`src/rtl/pipeline_hazard_ctrl_if.sv`:
```
// Hazard-control bundle between pipeline datapath (master) and the stall/flush sequencer (slave).
interface pipeline_hazard_ctrl_if #(
    parameter int unsigned CNT_W = 32
);
    logic [4:0]       id_rs1;
    logic [4:0]       id_rs2;
    logic             id_use_rs1;
    logic             id_use_rs2;
    logic             id_valid;
    logic [4:0]       ex_rd;
    logic             ex_memread;
    logic             ex_valid;
    logic             ex_redirect;
    logic             mem_req;
    logic             mem_ready;
    logic             pc_stall;
    logic             ifid_stall;
    logic             ifid_flush;
    logic             idex_stall;
    logic             idex_flush;
    logic             exmem_stall;
    logic             memwb_flush;
    logic             mem_err;
    logic             busy_wait;
    logic [CNT_W-1:0] stall_cnt;
    logic [CNT_W-1:0] flush_cnt;

    modport master (
        output id_rs1, id_rs2, id_use_rs1, id_use_rs2, id_valid,
               ex_rd, ex_memread, ex_valid, ex_redirect, mem_req, mem_ready,
        input  pc_stall, ifid_stall, ifid_flush, idex_stall, idex_flush,
               exmem_stall, memwb_flush, mem_err, busy_wait, stall_cnt, flush_cnt
    );

    modport slave (
        input  id_rs1, id_rs2, id_use_rs1, id_use_rs2, id_valid,
               ex_rd, ex_memread, ex_valid, ex_redirect, mem_req, mem_ready,
        output pc_stall, ifid_stall, ifid_flush, idex_stall, idex_flush,
               exmem_stall, memwb_flush, mem_err, busy_wait, stall_cnt, flush_cnt
    );
endinterface

```
`src/rtl/pipeline_hazard_ctrl.sv`:
```
// Stall/flush sequencer for the 5-stage pipeline: load-use bubbles, EX redirects,
// data-memory wait tracking with timeout, and saturating stall/flush counters.
module pipeline_hazard_ctrl #(
    parameter int unsigned MEM_TIMEOUT = 16,
    parameter int unsigned CNT_W       = 32
) (
    input  logic                   clk,
    input  logic                   reset,
    pipeline_hazard_ctrl_if.slave  hz
);
    localparam int unsigned WAIT_W = $clog2(MEM_TIMEOUT + 1);

    typedef enum logic [1:0] {ST_RUN, ST_WAIT, ST_ERR} state_t;

    state_t            state, state_nxt;
    logic [WAIT_W-1:0] wait_cnt, wait_cnt_nxt, wait_inc;
    logic              mem_err_q, mem_err_nxt;
    logic [CNT_W-1:0]  stall_cnt_q, flush_cnt_q;

    logic mem_stall, load_use, redirect_take;
    logic pc_stall, ifid_stall, ifid_flush, idex_stall, idex_flush, exmem_stall, memwb_flush;

    // State, wait timer, error pulse and performance counters
    always_ff @(posedge clk or posedge reset) begin
        if (reset) begin
            state       <= ST_RUN;
            wait_cnt    <= '0;
            mem_err_q   <= 1'b0;
            stall_cnt_q <= '0;
            flush_cnt_q <= '0;
        end else begin
            state     <= state_nxt;
            wait_cnt  <= wait_cnt_nxt;
            mem_err_q <= mem_err_nxt;
            if (pc_stall && (stall_cnt_q != {CNT_W{1'b1}}))
                stall_cnt_q <= stall_cnt_q + CNT_W'(1);
            if (redirect_take && (flush_cnt_q != {CNT_W{1'b1}}))
                flush_cnt_q <= flush_cnt_q + CNT_W'(1);
        end
    end

    // Hazard detection, prioritised controls and next-state logic
    always_comb begin
        pc_stall      = 1'b0;
        ifid_stall    = 1'b0;
        ifid_flush    = 1'b0;
        idex_stall    = 1'b0;
        idex_flush    = 1'b0;
        exmem_stall   = 1'b0;
        memwb_flush   = 1'b0;
        redirect_take = 1'b0;
        state_nxt     = state;
        wait_cnt_nxt  = wait_cnt;
        mem_err_nxt   = 1'b0;

        mem_stall = hz.mem_req & ~hz.mem_ready;
        load_use  = hz.ex_valid & hz.ex_memread & hz.id_valid & (hz.ex_rd != 5'd0) &
                    ((hz.id_use_rs1 & (hz.id_rs1 == hz.ex_rd)) |
                     (hz.id_use_rs2 & (hz.id_rs2 == hz.ex_rd)));
        // wait_cnt is zero in RUN, so the same increment starts a fresh access at 1
        wait_inc  = wait_cnt + WAIT_W'(1);

        if (reset) begin
            ifid_flush  = 1'b1;
            idex_flush  = 1'b1;
            memwb_flush = 1'b1;
        end else if ((state == ST_ERR) || mem_stall) begin
            pc_stall    = 1'b1;
            ifid_stall  = 1'b1;
            idex_stall  = 1'b1;
            exmem_stall = 1'b1;
            memwb_flush = 1'b1;
        end else if (hz.ex_redirect) begin
            ifid_flush    = 1'b1;
            idex_flush    = 1'b1;
            redirect_take = 1'b1;
        end else if (load_use) begin
            pc_stall   = 1'b1;
            ifid_stall = 1'b1;
            idex_flush = 1'b1;
        end

        case (state)
            ST_RUN, ST_WAIT: begin
                if (mem_stall) begin
                    if (32'(wait_inc) >= MEM_TIMEOUT) begin
                        state_nxt   = ST_ERR;
                        mem_err_nxt = 1'b1;
                    end else begin
                        state_nxt    = ST_WAIT;
                        wait_cnt_nxt = wait_inc;
                    end
                end else begin
                    // completion or withdrawn access both end the wait
                    state_nxt    = ST_RUN;
                    wait_cnt_nxt = '0;
                end
            end
            ST_ERR:  state_nxt = ST_ERR;
            default: begin
                state_nxt    = ST_RUN;
                wait_cnt_nxt = '0;
            end
        endcase
    end

    assign hz.pc_stall    = pc_stall;
    assign hz.ifid_stall  = ifid_stall;
    assign hz.ifid_flush  = ifid_flush;
    assign hz.idex_stall  = idex_stall;
    assign hz.idex_flush  = idex_flush;
    assign hz.exmem_stall = exmem_stall;
    assign hz.memwb_flush = memwb_flush;
    assign hz.mem_err     = mem_err_q;
    assign hz.busy_wait   = (state == ST_WAIT);
    assign hz.stall_cnt   = stall_cnt_q;
    assign hz.flush_cnt   = flush_cnt_q;
endmodule
```
`src/flat_wrapper.sv`:
```
// flat-port wrapper written by rule: the top's interface ports become plain ports
module pipeline_hazard_ctrl_flat 
#(
    parameter int unsigned MEM_TIMEOUT = 16,
    parameter int unsigned CNT_W       = 32
)
  (clk, reset, hz_id_rs1, hz_id_rs2, hz_id_use_rs1, hz_id_use_rs2, hz_id_valid, hz_ex_rd, hz_ex_memread, hz_ex_valid, hz_ex_redirect, hz_mem_req, hz_mem_ready, hz_pc_stall, hz_ifid_stall, hz_ifid_flush, hz_idex_stall, hz_idex_flush, hz_exmem_stall, hz_memwb_flush, hz_mem_err, hz_busy_wait, hz_stall_cnt, hz_flush_cnt);
  pipeline_hazard_ctrl_if #(.CNT_W(CNT_W)) hz_i ();
  input  logic clk;
  input  logic reset;
  input wire logic [$bits(hz_i.id_rs1)-1:0] hz_id_rs1;
  input wire logic [$bits(hz_i.id_rs2)-1:0] hz_id_rs2;
  input wire logic [$bits(hz_i.id_use_rs1)-1:0] hz_id_use_rs1;
  input wire logic [$bits(hz_i.id_use_rs2)-1:0] hz_id_use_rs2;
  input wire logic [$bits(hz_i.id_valid)-1:0] hz_id_valid;
  input wire logic [$bits(hz_i.ex_rd)-1:0] hz_ex_rd;
  input wire logic [$bits(hz_i.ex_memread)-1:0] hz_ex_memread;
  input wire logic [$bits(hz_i.ex_valid)-1:0] hz_ex_valid;
  input wire logic [$bits(hz_i.ex_redirect)-1:0] hz_ex_redirect;
  input wire logic [$bits(hz_i.mem_req)-1:0] hz_mem_req;
  input wire logic [$bits(hz_i.mem_ready)-1:0] hz_mem_ready;
  output wire logic [$bits(hz_i.pc_stall)-1:0] hz_pc_stall;
  output wire logic [$bits(hz_i.ifid_stall)-1:0] hz_ifid_stall;
  output wire logic [$bits(hz_i.ifid_flush)-1:0] hz_ifid_flush;
  output wire logic [$bits(hz_i.idex_stall)-1:0] hz_idex_stall;
  output wire logic [$bits(hz_i.idex_flush)-1:0] hz_idex_flush;
  output wire logic [$bits(hz_i.exmem_stall)-1:0] hz_exmem_stall;
  output wire logic [$bits(hz_i.memwb_flush)-1:0] hz_memwb_flush;
  output wire logic [$bits(hz_i.mem_err)-1:0] hz_mem_err;
  output wire logic [$bits(hz_i.busy_wait)-1:0] hz_busy_wait;
  output wire logic [$bits(hz_i.stall_cnt)-1:0] hz_stall_cnt;
  output wire logic [$bits(hz_i.flush_cnt)-1:0] hz_flush_cnt;
  assign hz_i.id_rs1 = hz_id_rs1;
  assign hz_i.id_rs2 = hz_id_rs2;
  assign hz_i.id_use_rs1 = hz_id_use_rs1;
  assign hz_i.id_use_rs2 = hz_id_use_rs2;
  assign hz_i.id_valid = hz_id_valid;
  assign hz_i.ex_rd = hz_ex_rd;
  assign hz_i.ex_memread = hz_ex_memread;
  assign hz_i.ex_valid = hz_ex_valid;
  assign hz_i.ex_redirect = hz_ex_redirect;
  assign hz_i.mem_req = hz_mem_req;
  assign hz_i.mem_ready = hz_mem_ready;
  assign hz_pc_stall = hz_i.pc_stall;
  assign hz_ifid_stall = hz_i.ifid_stall;
  assign hz_ifid_flush = hz_i.ifid_flush;
  assign hz_idex_stall = hz_i.idex_stall;
  assign hz_idex_flush = hz_i.idex_flush;
  assign hz_exmem_stall = hz_i.exmem_stall;
  assign hz_memwb_flush = hz_i.memwb_flush;
  assign hz_mem_err = hz_i.mem_err;
  assign hz_busy_wait = hz_i.busy_wait;
  assign hz_stall_cnt = hz_i.stall_cnt;
  assign hz_flush_cnt = hz_i.flush_cnt;
  pipeline_hazard_ctrl #(.MEM_TIMEOUT(MEM_TIMEOUT), .CNT_W(CNT_W)) u_core (.clk(clk), .reset(reset), .hz(hz_i));
endmodule
```
`config.mk`:
```
export PLATFORM = sky130hd
export DESIGN_NAME = pipeline_hazard_ctrl_flat
export DESIGN_NICKNAME = d
export VERILOG_FILES = /design/src/rtl/pipeline_hazard_ctrl_if.sv /design/src/rtl/pipeline_hazard_ctrl.sv /design/src/flat_wrapper.sv
export SDC_FILE = /design/constraint.sdc
export NUM_CORES = 1
export LEC_CHECK = 0
export ABC_AREA = 1
export CAP_MARGIN = 20
export CORE_MARGIN = 4
export CORE_UTILIZATION = 54
export DETAILED_ROUTE_END_ITERATION = 16
export DONT_BUFFER_PORTS = 1
export PLACE_DENSITY = 0.8
export SETUP_SLACK_MARGIN = 0.2
export SLEW_MARGIN = 25
export SYNTH_ARGS = -nofsm -noshare
export SYNTH_HDL_FRONTEND = slang
export SYNTH_SLANG_ARGS = --single-unit
```
`constraint.sdc`:
```
create_clock -name clk -period 3 [get_ports clk]
set_input_delay 0.3 -clock clk [delete_from_list [all_inputs] [get_ports clk]]
set_output_delay 0.3 -clock clk [all_outputs]
set_load 0.02 [all_outputs]
```
# [Word level (Yosys, flattened, before mapping)]
# Index checks and enable logic that the tools add are counted.
[word_totals] ff_bits=72 elab_cells=56
[classes] n_addsub=3 order_cmp=1 eq_ne=7 mux=23 bitwise_logic=10 reduce_logical=7
[ops] operator="$add A32 B1 Y32 const B" count=2
[ops] operator="$ne A32 B32 Y1 const B" count=2
[ops] operator="$mux W1" count=17
[ops] operator="$eq A5 B5 Y1" count=2
[ops] operator="$mux W5" count=2
[ops] operator="$pmux W5 S2" count=1
[ops] operator="$and A1 B1 Y1" count=7
[ops] operator="$add A5 B1 Y5 const B" count=1
[ops] operator="$ge A5 B5 Y1 const B" count=1
[ops] operator="$reduce_bool A5 Y1" count=1
[ops] operator="$mux W2" count=2
[ops] operator="$pmux W2 S2" count=1
[ops] operator="$ne A3 B3 Y1 const B" count=1
[ops] operator="$eq A2 B1 Y1 const B" count=1
[ops] operator="$eq A2 B2 Y1 const B" count=1
[ops] operator="$logic_and A1 B1 Y1" count=2
[ops] operator="$logic_not A2 Y1" count=1
[ops] operator="$not A1 Y1" count=2
[ops] operator="$reduce_and A2 Y1" count=1
[ops] operator="$reduce_or A2 Y1" count=1
[ops] operator="$logic_or A1 B1 Y1" count=1
[ops] operator="$or A1 B1 Y1" count=1

# [Logic depth before layout (Yosys ltp)]
[depth] depth_word=9 mapped_depth=12 mapped_depth_nobuf=11

# [Worst setup path before layout]
# No wires, ideal clock.
[synth_timing] kind="in2out" from="input reset" to="output hz_idex_flush" arrival_time_ns=3.206 path_slack_ns=-0.506 stages=6 path_buffers=2 path_cell_list="inv_1 > nand2_1 > inv_1 > buf_4 > buf_4 > o21ai_0"
[synth_between] elab_chain_cells=1
[synth_lines] item="from (decl)" line_no="flat_wrapper.sv:10" text="input logic reset;"
[synth_lines] item="$mux W1" line_no="pipeline_hazard_ctrl.sv:63" text="if (reset) begin"
[synth_lines] item="to (decl)" line_no="flat_wrapper.sv:26" text="output wire logic [$bits(hz_i.idex_flush)-1:0] hz_idex_flush;"
# No other way between the ends.

# [Final worst setup path]
[layout_timing] from="register u_core.stall_cnt_q[0], in the netlist u_core.hz.stall_cnt[0]" to="register u_core.stall_cnt_q[28], in the netlist u_core.hz.stall_cnt[28]"
[layout_between] elab_chain_cells=2 elab_cells_between_ends=3 classes_between="add/sub (1); eq/ne (1); reduce/logical (1)"
[layout_lines] item="from (decl)" line_no="pipeline_hazard_ctrl.sv:18" text="logic [CNT_W-1:0] stall_cnt_q, flush_cnt_q;"
[layout_lines] item="from (signal assigned)" line_no="pipeline_hazard_ctrl.sv:36" text="stall_cnt_q <= stall_cnt_q + CNT_W'(1);"
[layout_lines] item="branches (longest 2 deep; another with $add A32 B1 Y32)"
# Parallel ways; which one is timed is not known.
# A chain may end at the register's enable or synchronous reset.

==> results_dict.tcl <==
set metrics [dict create \
    status "complete, no violations" \
    initial_utilization_pct 56.3 \
    period_needed_ns 2.55 \
    max_stage_delay_ns 0.62 \
    place_ws_ns 0.482 \
    num_antenna_cells 0 \
    cts_resized 0 \
    gp_congestion 0.955 \
    fmax_mhz 392 \
    seqCellArea_sq_um 1800 \
    drtIter0Drc 349 \
    routed_wl_microns 12500 \
    drt_pre_antenna_iters 5 \
    fp.dieW_microns 104 \
    cts_root_buf "clkbuf_8" \
    cp-end-kind "flop" \
    syn_area_per_cell_sq_um 6.65 \
    num_vias 4710 \
    tightest_slew_ns 0.903 \
    viasPerCell 5.50 \
    die_h_microns 104 \
    slowest_stage "dfrtp_1" \
    clk_path_buf_depth 2 \
    final_common_cell "nand2_1" \
    switchingPower_mw 0.838 \
    routedWlPerCell_microns 14.6 \
    post-cts-setup-buffer-count 0 \
    fin_setup_tns_ns 0 \
    syn_nets 776 \
    p_per_area_nw_per_um2 454 \
    layout.nets 772 \
    fillers 849 \
    clock_latency_ns 0.34 \
    ys_seq_elements 72 \
    setup_ws_ns 0.447 \
    rsz0062_at_grt "no" \
    syn_to_final_growth_pct 4.12 \
    vdd_drop_max_v 0.000242 \
    crit_chain "ha_1 > inv_1 > nor2_4 > nand2_4 > nor2_8 > nand3_4 > nand3_4 > nand2_1 > nand2_1" \
    start_kind "flop" \
    route.detailed.drc 0 \
    hold_buffers 0 \
    antenna_found_initial 0 \
    dieArea_sq_um 10800 \
    portBuffers 0 \
    cts_htree_levels 3 \
    critPathArrivalTime_ns 2.83 \
    p_total_mw 2.35 \
    crit_required_ns 3.28 \
    comb_power_share_pct 14.3 \
    cp_max_fo 33 \
    cts_tree "done" \
    p_seq_share_pct 55.3 \
    grt_start_max_net_pins 73 \
    multi_input_area_sq_um 2780 \
    final.setup_skew_ns 0.0112 \
    synth_cell_type_count 32 \
    drive_above_1_share_pct 5.87 \
    min_period_over_period_pct 85.1 \
    design.core.area_sq_um 8850 \
    slew_violations 0 \
    swShare_pct 35.6 \
    ant_nets 0 \
    io_pins 98 \
    dp_hpwl_microns 9390 \
    setup_violations 0 \
    postSynthCellCount 748 \
    hold_viol 0 \
    grtUsageTotal_pct 23.5 \
    whs_ns 0.172 \
    max-cap-violations 0 \
    yosysSeqAreaShare_pct 36.2 \
    synth_area_sq_um 4980 \
    cts_made_buffers 9 \
    clockPowerShare_pct 30.4 \
    cts.clk_slew.worst_paths_ns 0.08 \
    grt_pass1_vias 4452 \
    min_path_type "in -> async" \
    cts.sinks 72 \
    synth_ff_type "dfrtp_1" \
    async_reset_ff_share_pct 100 \
    p_leak_nw 2.54 \
    synth_edf_count 0 \
    dp.cells 841 \
    rows 34 \
    ys_warn_count 0 \
    final_cells 857 \
    grt_pass1_wl_microns 21300 \
    mostFrequentLayoutCells "328 x nand2_1, 101 x nor2_1, 72 x dfrtp_1" \
    p_int_mw 1.51 \
    slew_headroom_pct 39.8 \
    critical_path_class "reg -> reg" \
    grt_overflow 0 \
]
## cell type report
cell class	count	area share, %
clock buffers	11	2.92
clock inverters	5	0.604
inverters	62	4.56
multi-input cells	593	53.7
flip-flops and latches	72	34.8
well taps	108	2.61
repair buffers	6	0.869
## power by group through the flow
stage,registers [mW],clock network [mW],logic [mW]
final,1.30,0.715,0.336
after global routing,1.32,0.777,0.387
after CTS,1.30,0.733,0.339
after detailed placement,1.32,0,0.338
after global placement,1.31,0,0.322
after floorplan,1.27,0,0.288
## layer usage
| layer | track usage (%) | routed length (microns) | vias to the layer above |
|---|---|---|---|
| met5 | 0 | 0 | - |
| met4 | 8.64 | 238 | 0 |
| met3 | 6.27 | 1070 | 23 |
| met2 | 37.2 | 5780 | 190 |
| met1 | 31.0 | 5430 | 2169 |
| li1 | - | - | 2328 |
## final timing paths
check	start	end	slack, ns	cells after the start
setup / recovery	u_core.hz.stall_cnt[0]	u_core.hz.stall_cnt[28]	0.45	9
hold / removal	reset	u_core.wait_cnt[3]	0.17	2
setup reg to reg	u_core.hz.stall_cnt[0]	u_core.hz.stall_cnt[28]	0.45	9
hold reg to reg	u_core.wait_cnt[4]	u_core.wait_cnt[4]	0.52	2
max in group asynchronous	reset	u_core.hz.stall_cnt[29]	2.26	2
min in group clk	hz_mem_req	u_core.wait_cnt[3]	0.25	4
## critical path, delay by kind of cell, from the launching register on
kind / cells / cell delay, ns
adders and majority gates: 1 / 0.29
buffers and inverters: 1 / 0.10
DFF: 1 / 0.62
and+or+nand+nor: 7 / 1.44
## cell usage after synthesis, types with 6 or more instances
library cell,number,area (sq um)
xor2_1,30,263
nand2_1,329,1230
inv_1,57,214
nand3b_1,16,120
o21ai_0,7,35.0
nor3_1,14,70.1
nor2_1,101,379
dfrtp_1,72,1800
nand4_1,39,244
nand3_1,17,85.1
xnor2_1,10,87.6
buf_6,6,67.6
buf_4,8,60.1
## registers in the layout, summed over array words and instances, names as in the netlist
signal,count
u_core.hz.flush_cnt,32
u_core.hz.stall_cnt,32
u_core.wait_cnt,5
u_core.state,2
u_core.hz.mem_err,1
## stage by stage
stage	utilization (%)	area (sq um)
floorplan	-	4980
global placement	56.5	5000
detailed placement	56.5	5000
CTS	58.6	5180
global route	58.6	5180
finish	58.6	5180
## kinds of logic after synthesis
group / share of synthesized area (%)
fa+ha+maj: 0.754
compound gates: 1.86
buf+inv: 7.97
flops: 36.2
xor+xnor: 7.04
simple gates: 46.2
Note: power is estimated with default switching activity, not from simulation.
